--- config.mk ---
export PLATFORM = sky130hd
export DESIGN_NAME = fir_stream
export DESIGN_NICKNAME = d
export VERILOG_FILES = /design/src/rtl/fir_pkg.sv /design/src/rtl/fir_adder_tree.sv /design/src/rtl/fir_stream.sv
export SDC_FILE = /design/constraint.sdc
export NUM_CORES = 1
export LEC_CHECK = 0
export BUFFER_PORTS_ARGS = -buffer_cell sky130_fd_sc_hd__buf_2
export CAP_MARGIN = 20
export CORE_ASPECT_RATIO = 0.5
export CORE_MARGIN = 2
export CORE_UTILIZATION = 60
export DETAILED_ROUTE_END_ITERATION = 7
export PLACE_DENSITY = 0.74
export REMOVE_ABC_BUFFERS = 1
export SYNTH_ARGS = -nofsm -noshare
export SYNTH_HDL_FRONTEND = slang
export SYNTH_SLANG_ARGS = --single-unit
--- constraint.sdc ---
create_clock -name clk -period 17.4 [get_ports clk]
set_clock_uncertainty 0.1 [all_clocks]
set_input_delay 1.74 -clock clk [delete_from_list [all_inputs] [get_ports clk]]
set_output_delay 1.74 -clock clk [all_outputs]
set_load 0.05 [all_outputs]
--- src/rtl/fir_pkg.sv ---
// fir_pkg
//   Shared constants and helpers for the streaming FIR filter.
//   - clog2           : ceiling log2, usable in parameter and port declarations
//   - DEF_DATA_W/...  : default sample width, coefficient width and tap count
//   - COEF_RESET      : value every coefficient takes at reset. With it the
//                       filter powers up as a TAPS-sample moving sum.
package fir_pkg;

    localparam int DEF_DATA_W = 8;
    localparam int DEF_COEF_W = 8;
    localparam int DEF_TAPS   = 4;
    localparam int COEF_RESET = 1;

    // Smallest r with 2**r >= value. The loop has a fixed bound so it
    // evaluates at elaboration.
    function automatic int clog2(input int value);
        int r;
        r = 0;
        for (int i = 0; i < 31; i++) begin
            if ((1 << i) < value) begin
                r = i + 1;
            end
        end
        return r;
    endfunction

endpackage

--- src/rtl/fir_adder_tree.sv ---
// fir_adder_tree
//   Purely combinational signed sum of TAPS terms. The terms are already
//   sign-extended to ACC_W, and ACC_W is wide enough to hold the full sum.
//   The sum is built as a balanced pairwise tree. The input count is padded
//   with zeros up to the next power of two.
// Ports
//   terms : TAPS signed addends, ACC_W bits each
//   sum   : signed sum, ACC_W bits
module fir_adder_tree
    import fir_pkg::*;
#(
    parameter int TAPS  = DEF_TAPS,
    parameter int ACC_W = 18
) (
    input  logic signed [ACC_W-1:0] terms [TAPS],
    output logic signed [ACC_W-1:0] sum
);

    localparam int LEVELS = clog2(TAPS);
    localparam int PAD    = 1 << LEVELS;

    logic signed [ACC_W-1:0] work [PAD];

    // Each pass folds pairs (2i, 2i+1) into slot i, halving the live width.
    // Writing slot i only after reading 2i and 2i+1 makes in-place
    // reduction safe.
    always_comb begin
        for (int i = 0; i < PAD; i++) begin
            work[i] = '0;
        end
        for (int i = 0; i < TAPS; i++) begin
            work[i] = terms[i];
        end
        for (int w = PAD / 2; w >= 1; w = w / 2) begin
            for (int i = 0; i < w; i++) begin
                work[i] = work[2*i] + work[2*i+1];
            end
        end
        sum = work[0];
    end

endmodule

--- src/rtl/fir_stream.sv ---
// fir_stream
//   Parametrised streaming FIR filter. It takes signed DATA_W-bit samples,
//   has TAPS taps with run-time programmable signed coefficients, and sums
//   products at full precision before the final width reduction.
//
//   Handshake: the interface is valid-only with no backpressure. A sample is
//   accepted at every rising edge where i_valid=1. Each result is presented
//   on o_y with o_valid high for exactly one cycle, two edges after its
//   sample was accepted. The downstream block must take it in that cycle.
//   Throughput is one sample per cycle.
//
//   Pipeline:
//     edge N   : sample enters the delay line x[0]
//     edge N+1 : products x[k]*c[k] are registered
//     edge N+2 : the adder-tree sum is width-reduced and registered onto o_y
//
//   Build option: FIR_SAT_EN.
//     Defined   : when OUT_W < ACC_W the sum saturates to the signed OUT_W range.
//     Undefined : the low OUT_W bits are kept (two's-complement wrap).
//
// Ports
//   clk          rising-edge clock
//   rst          asynchronous active-high reset
//   i_valid      i_x holds a sample to accept this cycle
//   i_x          signed sample, DATA_W bits
//   i_clear      synchronous flush of the delay line
//                (applied before a same-cycle sample)
//   i_coef_we    coefficient write strobe
//   i_coef_addr  tap index to write; indices >= TAPS are ignored
//   i_coef       signed coefficient, COEF_W bits
//   o_valid      o_y holds a new result this cycle
//   o_y          signed result, OUT_W bits; holds while o_valid=0
//
// TAPS must be >= 2 and OUT_W must not exceed ACC_W.
module fir_stream
    import fir_pkg::*;
#(
    parameter int DATA_W = DEF_DATA_W,
    parameter int COEF_W = DEF_COEF_W,
    parameter int TAPS   = DEF_TAPS,
    parameter int OUT_W  = DATA_W + COEF_W + clog2(TAPS)
) (
    input  logic                   clk,
    input  logic                   rst,
    input  logic                   i_valid,
    input  logic [DATA_W-1:0]      i_x,
    input  logic                   i_clear,
    input  logic                   i_coef_we,
    input  logic [clog2(TAPS)-1:0] i_coef_addr,
    input  logic [COEF_W-1:0]      i_coef,
    output logic                   o_valid,
    output logic [OUT_W-1:0]       o_y
);

    localparam int PROD_W = DATA_W + COEF_W;
    localparam int ACC_W  = DATA_W + COEF_W + clog2(TAPS);

    // ------------------------------------------------------------------
    // Delay line
    // ------------------------------------------------------------------
    logic signed [DATA_W-1:0] x_q    [TAPS];
    logic signed [DATA_W-1:0] x_base [TAPS];
    logic signed [DATA_W-1:0] x_next [TAPS];

    // A clear is applied first, then any same-cycle sample shifts into the
    // cleared line. Clear with a sample therefore yields {i_x, 0, ..., 0}.
    always_comb begin
        for (int k = 0; k < TAPS; k++) begin
            x_base[k] = i_clear ? '0 : x_q[k];
        end
        for (int k = 0; k < TAPS; k++) begin
            x_next[k] = x_base[k];
        end
        if (i_valid) begin
            x_next[0] = i_x;
            for (int k = 1; k < TAPS; k++) begin
                x_next[k] = x_base[k-1];
            end
        end
    end

    always_ff @(posedge clk or posedge rst) begin
        if (rst) begin
            for (int k = 0; k < TAPS; k++) begin
                x_q[k] <= '0;
            end
        end else begin
            for (int k = 0; k < TAPS; k++) begin
                x_q[k] <= x_next[k];
            end
        end
    end

    // ------------------------------------------------------------------
    // Coefficient bank
    // ------------------------------------------------------------------
    // coef_q is the programmed bank. coef_eff_q lags it by one edge and is
    // the copy that stage 1 multiplies with. Stage 1 for a sample accepted
    // at edge N runs at N+1, so coef_eff_q then holds the bank as it stood
    // before edge N. A write and a sample at the same edge therefore pair
    // the sample with the old coefficient. The next sample sees the new one.
    logic signed [COEF_W-1:0] coef_q     [TAPS];
    logic signed [COEF_W-1:0] coef_eff_q [TAPS];

    // The write decode compares against each tap index, so an address
    // >= TAPS matches no entry and is dropped.
    always_ff @(posedge clk or posedge rst) begin
        if (rst) begin
            for (int k = 0; k < TAPS; k++) begin
                coef_q[k]     <= COEF_W'(COEF_RESET);
                coef_eff_q[k] <= COEF_W'(COEF_RESET);
            end
        end else begin
            for (int k = 0; k < TAPS; k++) begin
                if (i_coef_we && (int'(i_coef_addr) == k)) begin
                    coef_q[k] <= i_coef;
                end
                coef_eff_q[k] <= coef_q[k];
            end
        end
    end

    // ------------------------------------------------------------------
    // Stage 1: products
    // ------------------------------------------------------------------
    // accept_q marks that the delay line took a sample at the last edge.
    // Products are only reloaded then, which keeps them stable otherwise.
    // A clear is not tracked here: products already registered finish
    // their trip through stage 2 unchanged.
    logic                     accept_q;
    logic                     v1_q;
    logic signed [PROD_W-1:0] prod_q [TAPS];

    always_ff @(posedge clk or posedge rst) begin
        if (rst) begin
            accept_q <= 1'b0;
            v1_q     <= 1'b0;
            for (int k = 0; k < TAPS; k++) begin
                prod_q[k] <= '0;
            end
        end else begin
            accept_q <= i_valid;
            v1_q     <= accept_q;
            if (accept_q) begin
                for (int k = 0; k < TAPS; k++) begin
                    prod_q[k] <= PROD_W'(x_q[k]) * PROD_W'(coef_eff_q[k]);
                end
            end
        end
    end

    // ------------------------------------------------------------------
    // Stage 2: sum, width reduction, output register
    // ------------------------------------------------------------------
    logic signed [ACC_W-1:0] terms [TAPS];
    logic signed [ACC_W-1:0] acc;
    logic [OUT_W-1:0]        y_next;
    logic [OUT_W-1:0]        y_q;
    logic                    valid_q;

    always_comb begin
        for (int k = 0; k < TAPS; k++) begin
            terms[k] = ACC_W'(prod_q[k]);
        end
    end

    fir_adder_tree #(
        .TAPS  (TAPS),
        .ACC_W (ACC_W)
    ) u_adder_tree (
        .terms (terms),
        .sum   (acc)
    );

`ifdef FIR_SAT_EN
    // Signed OUT_W limits expressed at ACC_W. ~max equals -max-1, the
    // minimum. When OUT_W == ACC_W neither limit can be crossed, so this
    // reduces to a plain copy.
    localparam logic signed [ACC_W-1:0] Y_MAX =
        ACC_W'((64'sd1 <<< (OUT_W - 1)) - 64'sd1);
    localparam logic signed [ACC_W-1:0] Y_MIN = ~Y_MAX;

    always_comb begin
        if (acc > Y_MAX) begin
            y_next = OUT_W'(Y_MAX);
        end else if (acc < Y_MIN) begin
            y_next = OUT_W'(Y_MIN);
        end else begin
            y_next = acc[OUT_W-1:0];
        end
    end
`else
    always_comb begin
        y_next = acc[OUT_W-1:0];
    end
`endif

    always_ff @(posedge clk or posedge rst) begin
        if (rst) begin
            valid_q <= 1'b0;
            y_q     <= '0;
        end else begin
            valid_q <= v1_q;
            if (v1_q) begin
                y_q <= y_next;
            end
        end
    end

    assign o_valid = valid_q;
    assign o_y     = y_q;

endmodule

Word-level counts from Yosys, hierarchy flattened
Cells that the tools add are included.

Register bits: 181. Bits in latches: 0. RAM bits: 0. Bits in read-only memories: 0. Memories kept: 0.

Add/subtract/negate cells: 3. $mul: 4. Div/mod/pow operators: 0. $lt $le $gt $ge: 0. Eq/ne operators: 3. Shifts and indexed selects: 0. Multiplexer cells: 5. Bitwise operators: 0. Reductions and logical operators: 6.

Operators by type and width (count): multiplier 8 x 8 -> 16 bit (4); adder 16 x 16 -> 17 bit (2); two-way mux 32 bit (1); two-way mux 8 bit (4); adder 18 bit (1); equality test 2 bit (second input constant) (2); logical AND 1 bit (4); equality test 2 x 1 -> 1 bit (second input constant) (1); logical NOT 2 bit (1); nonzero test 2 bit (1).

Longest topological paths before layout
Depth in word-level cells: 2. Depth in mapped cells: 20. Mapped depth without buffers: 19.

Cells and area by module
Synthesis repeated with hierarchy kept, for this count alone.

Cell total of the unflattened synthesis: 1770. Area, all modules: 18297.5 um2.

By module, submodules not included: fir_stream (times used 1, cells an instance 1529, area an instance 16366.9 um2, seq. area each 4539.4 um2); fir_adder_tree (times used 1, cells an instance 241, area an instance 1930.6 um2, seq. area each 0.0 um2).

Worst setup path after synthesis
Ideal clock, no wire load.

Path type: register to register. Start: reg x_q[21] in the netlist's numbering. End: reg prod_q[47] in the netlist's numbering. Setup time: 125 ps. Arrival: 4377 ps. Setup slack: 12798 ps. Cell stages (with the launch flop): 19. Path through: dfrtp_1 > clkbuf_1 > and2_1 > fa_1 > inv_1 > fa_1 > inv_1 > fa_1 > inv_1 > fa_1 > inv_1 > ha_1 > and2_1 > a31oi_1 > a21oi_1 > a211oi_1 > a21oi_1 > xnor2_1 > mux2_2.

Cells in the longest elaborated chain, start to end: 1.

RTL lines: start, declared (line fir_stream.sv:61) `logic signed [DATA_W-1:0] x_q [TAPS];`; start signal, assigned by index (line fir_stream.sv:89) `x_q[k] <= x_next[k];`; multiplier 8 x 8 -> 16 bit (line fir_stream.sv:146) `prod_q[k] <= PROD_W'(x_q[k]) * PROD_W'(coef_eff_q[k]);`; end signal, assigned by index (line fir_stream.sv:146); end, declared (line fir_stream.sv:132) `logic signed [PROD_W-1:0] prod_q [TAPS];`.

No other way between the ends. A chain may end at the register's enable or synchronous reset.

Worst setup path after layout
Start: reg x_q[14] in the netlist's numbering. End: reg prod_q[31] in the netlist's numbering.

The elaborated chain is that of the path after synthesis.

==> reports/metrics.csv <==
metric,value,unit
holdBufCountCts,0,
seqPwrFrac,21.5,%
tightest_slew,1056,ps
hold_violations,0,
grt_use_total,26.92,%
arrival,5170,ps
period_share,28.34,%
combPwrFrac,65.1,%
drtIter0Drc,750,
io_buffer_count,41,
start_util,60.89,%
intPower,1596,uW
ys.flop_type,dfrtp_1,
routed_wl,39180,microns
clk_pin_slew,80,ps
fin_crit,4931,ps
max_cap_viol_count,0,
slew_viol_final,0,
fin_setup_tns,0,ps
synth_top_area_cell,fa_1,
drive_gt1_share,10.22,%
placed_cells,2235,
status,finished clean,
fmax,0.2028,GHz
synth_edf_count,0,
ctsResizeCount,0,
vias,12570,
hp-class,flip-flop to flip-flop,
synth_common_cells,"326 x inv_1, 223 x fa_1, 173 x dfrtp_1",
p_leak,0.009816,uW
grt_pass1_wl,67460,microns
cts_tree,done,
end_kind,flip-flop,
fp.dieW,251.7,microns
cp.required,17640,ps
cts_sinks,181,
clkLatencyLatePin,460,ps
antenna_found_initial,0,
viasPerCell,5.541,
htree_levels,4,
firstDrtPassIters,5,
nets,2266,
die_y,127.9,microns
yosysSeqAreaShare,24.66,%
yosys.area.top_type_share,24.25,%
area_growth,6.415,%
setup_viol,0,
crit_type,flip-flop to flip-flop,
clockPowerShare,13.4,%
synth_area_leaders,"fa_1 24%, dfrtp_1 24%, ha_1 11%, inv_1 6.6%, and2_1 5.6%",
post_drt_wl_per_cell,17.27,microns
power.switching,1370,uW
dp_hpwl,31020,microns
grt.overflow.total,0,
drc,0,
ant_nets,0,
startpoint_type,flip-flop,
post_cts.repair.setup_buffers,0,
switching_share,46.18,%
dieArea,32190,sq um
cts_buffers,17,
synth.avg_cell_area,10.03,sq um
max_slew_margin,29.62,%
grt_pass1_vias,13370,
yosysWarningCount,0,
rows,45,
finalPower,2966,uW
cts_buffer_depth,2,
crit_start,x_q[14],
r2r-start,x_q[14],
grt_max_degree,109,
rsz0062_at_grt,no,
n_fill_cell,2439,
vdd_drop_max,0.1674,mV
ctsRootBufferMaster,clkbuf_16,
core_area,30240,sq um
critPathMaxFanout,10,
synth.distinct_cells,70,
fin_cells,2268,
syn_inst,1835,
yosysMostFrequentCell,inv_1,
worstHoldStart,coef_q[16],
synth_area,18410,sq um
globalplace.congestion,0.8831,
power_density,151.4,nW/um^2
async_flop_share,100.0,%
ys_ff_latch,181,
io_pins,42,
-- state kept, by name (all words and copies together), names as in the netlist --
name	count
prod_q	64
coef_eff_q	32
coef_q	32
x_q	32
o_y	18
accept_q	1
o_valid	1
v1_q	1
-- power by group through the flow --
stage / Combinational [uW] / Clock (uW) / Sequential, uW
after CTS: 1930 / 403 / 638
final: 1930 / 398 / 638
after global placement: 1880 / 0 / 641
after detailed placement: 1910 / 0 / 644
after global routing: 2180 / 422 / 653
after floorplan: 1460 / 0 / 672
-- metal layers --
metal,vias to the layer above,global-route usage [%],wire length (microns)
li1,5924,-,-
met1,6339,37.55,18430
met2,249,43.89,18210
met3,55,5.706,1887
met4,0,5.777,642
met5,-,0,0
-- area by class of cell --
type / instances / area, sq um / area share [%]
sequential: 181 / 4541 / 23.18
timing repair buffer: 44 / 227.7 / 1.162
multi-input combinational: 1283 / 12480 / 63.70
tap: 399 / 499.2 / 2.548
clock buffer: 17 / 425.4 / 2.171
clock inverter: 15 / 178.9 / 0.9132
inverter: 328 / 1239 / 6.322
antenna: 1 / 2.502 / 0.01277
-- critical path: stages (launching register included) --
cell and delay [ps]:
dfrtp_1 500, and2_1 230, fa_1 500, inv_1 50, fa_1 500, inv_1 50, fa_1 520, inv_1 50
fa_1 470, inv_1 40, ha_1 310, and2_1 150, a31oi_1 260, a21oi_1 140, a211oi_1 370, a21oi_1 150
xnor2_1 160, mux2_2 270
-- logic make-up (layout without fill, tap and decap cells) --
| logic type | Yosys count | count (layout) | synth area share, % |
|---|---|---|---|
| AND/OR/NAND/NOR | 485 | 485 | 13.77 |
| XOR/XNOR | 85 | 85 | 4.043 |
| adder cells (fa/ha/maj) | 388 | 388 | 35.46 |
| other | 0 | 1 | 0 |
| buffers and inverters | 371 | 404 | 7.564 |
| AO/OA/AOI/OAI | 222 | 222 | 8.373 |
| multiplexers | 103 | 103 | 6.137 |
| flip-flops | 181 | 181 | 24.66 |
-- path summary, 6_finish.rpt --
path	depth (start not counted)	slack, ps	to
max	17	12470	prod_q[31]
min	0	270	coef_eff_q[16]
max reg2reg	17	12470	prod_q[31]
min reg2reg	0	270	coef_eff_q[16]
max in group asynchronous	3	14330	accept_q
min in group asynchronous	2	1320	prod_q[62]
-- cells in the final DEF, fill, tap and decap left out, types with 6 or more instances in the layout --
cell type,instances
clkbuf_16,17
xnor2_1,75
mux2_2,79
nor3_1,16
a21o_1,19
nand2_1,108
or3_1,6
nor2_1,94
a31oi_1,13
o21ai_0,37
dfstp_2,8
o31ai_1,10
nor2b_1,31
nand2b_1,20
nand4_1,6
mux2i_1,24
fa_1,223
and2_1,164
ha_1,165
inv_1,325
a211oi_1,11
dfrtp_1,172
xor2_1,10
nand3_1,14
buf_2,41
a21boi_0,7
inv_8,6
o21a_1,23
a21oi_1,44
-- stage by stage --
step | util, % | worst slack [ps] | cell area (sq um) | hold slack [ps]
finish | 64.80 | 12470 | 19590 | 267.0
global route | 64.79 | 12210 | 19590 | 275.0
CTS | 64.79 | 12460 | 19590 | 266.5
detailed placement | 62.79 | 12510 | 18990 | 255.5
global placement | 62.79 | 12620 | 18990 | 252.2
floorplan | - | 10660 | 18250 | 248.6
Note: power is estimated with default switching activity, not from simulation.
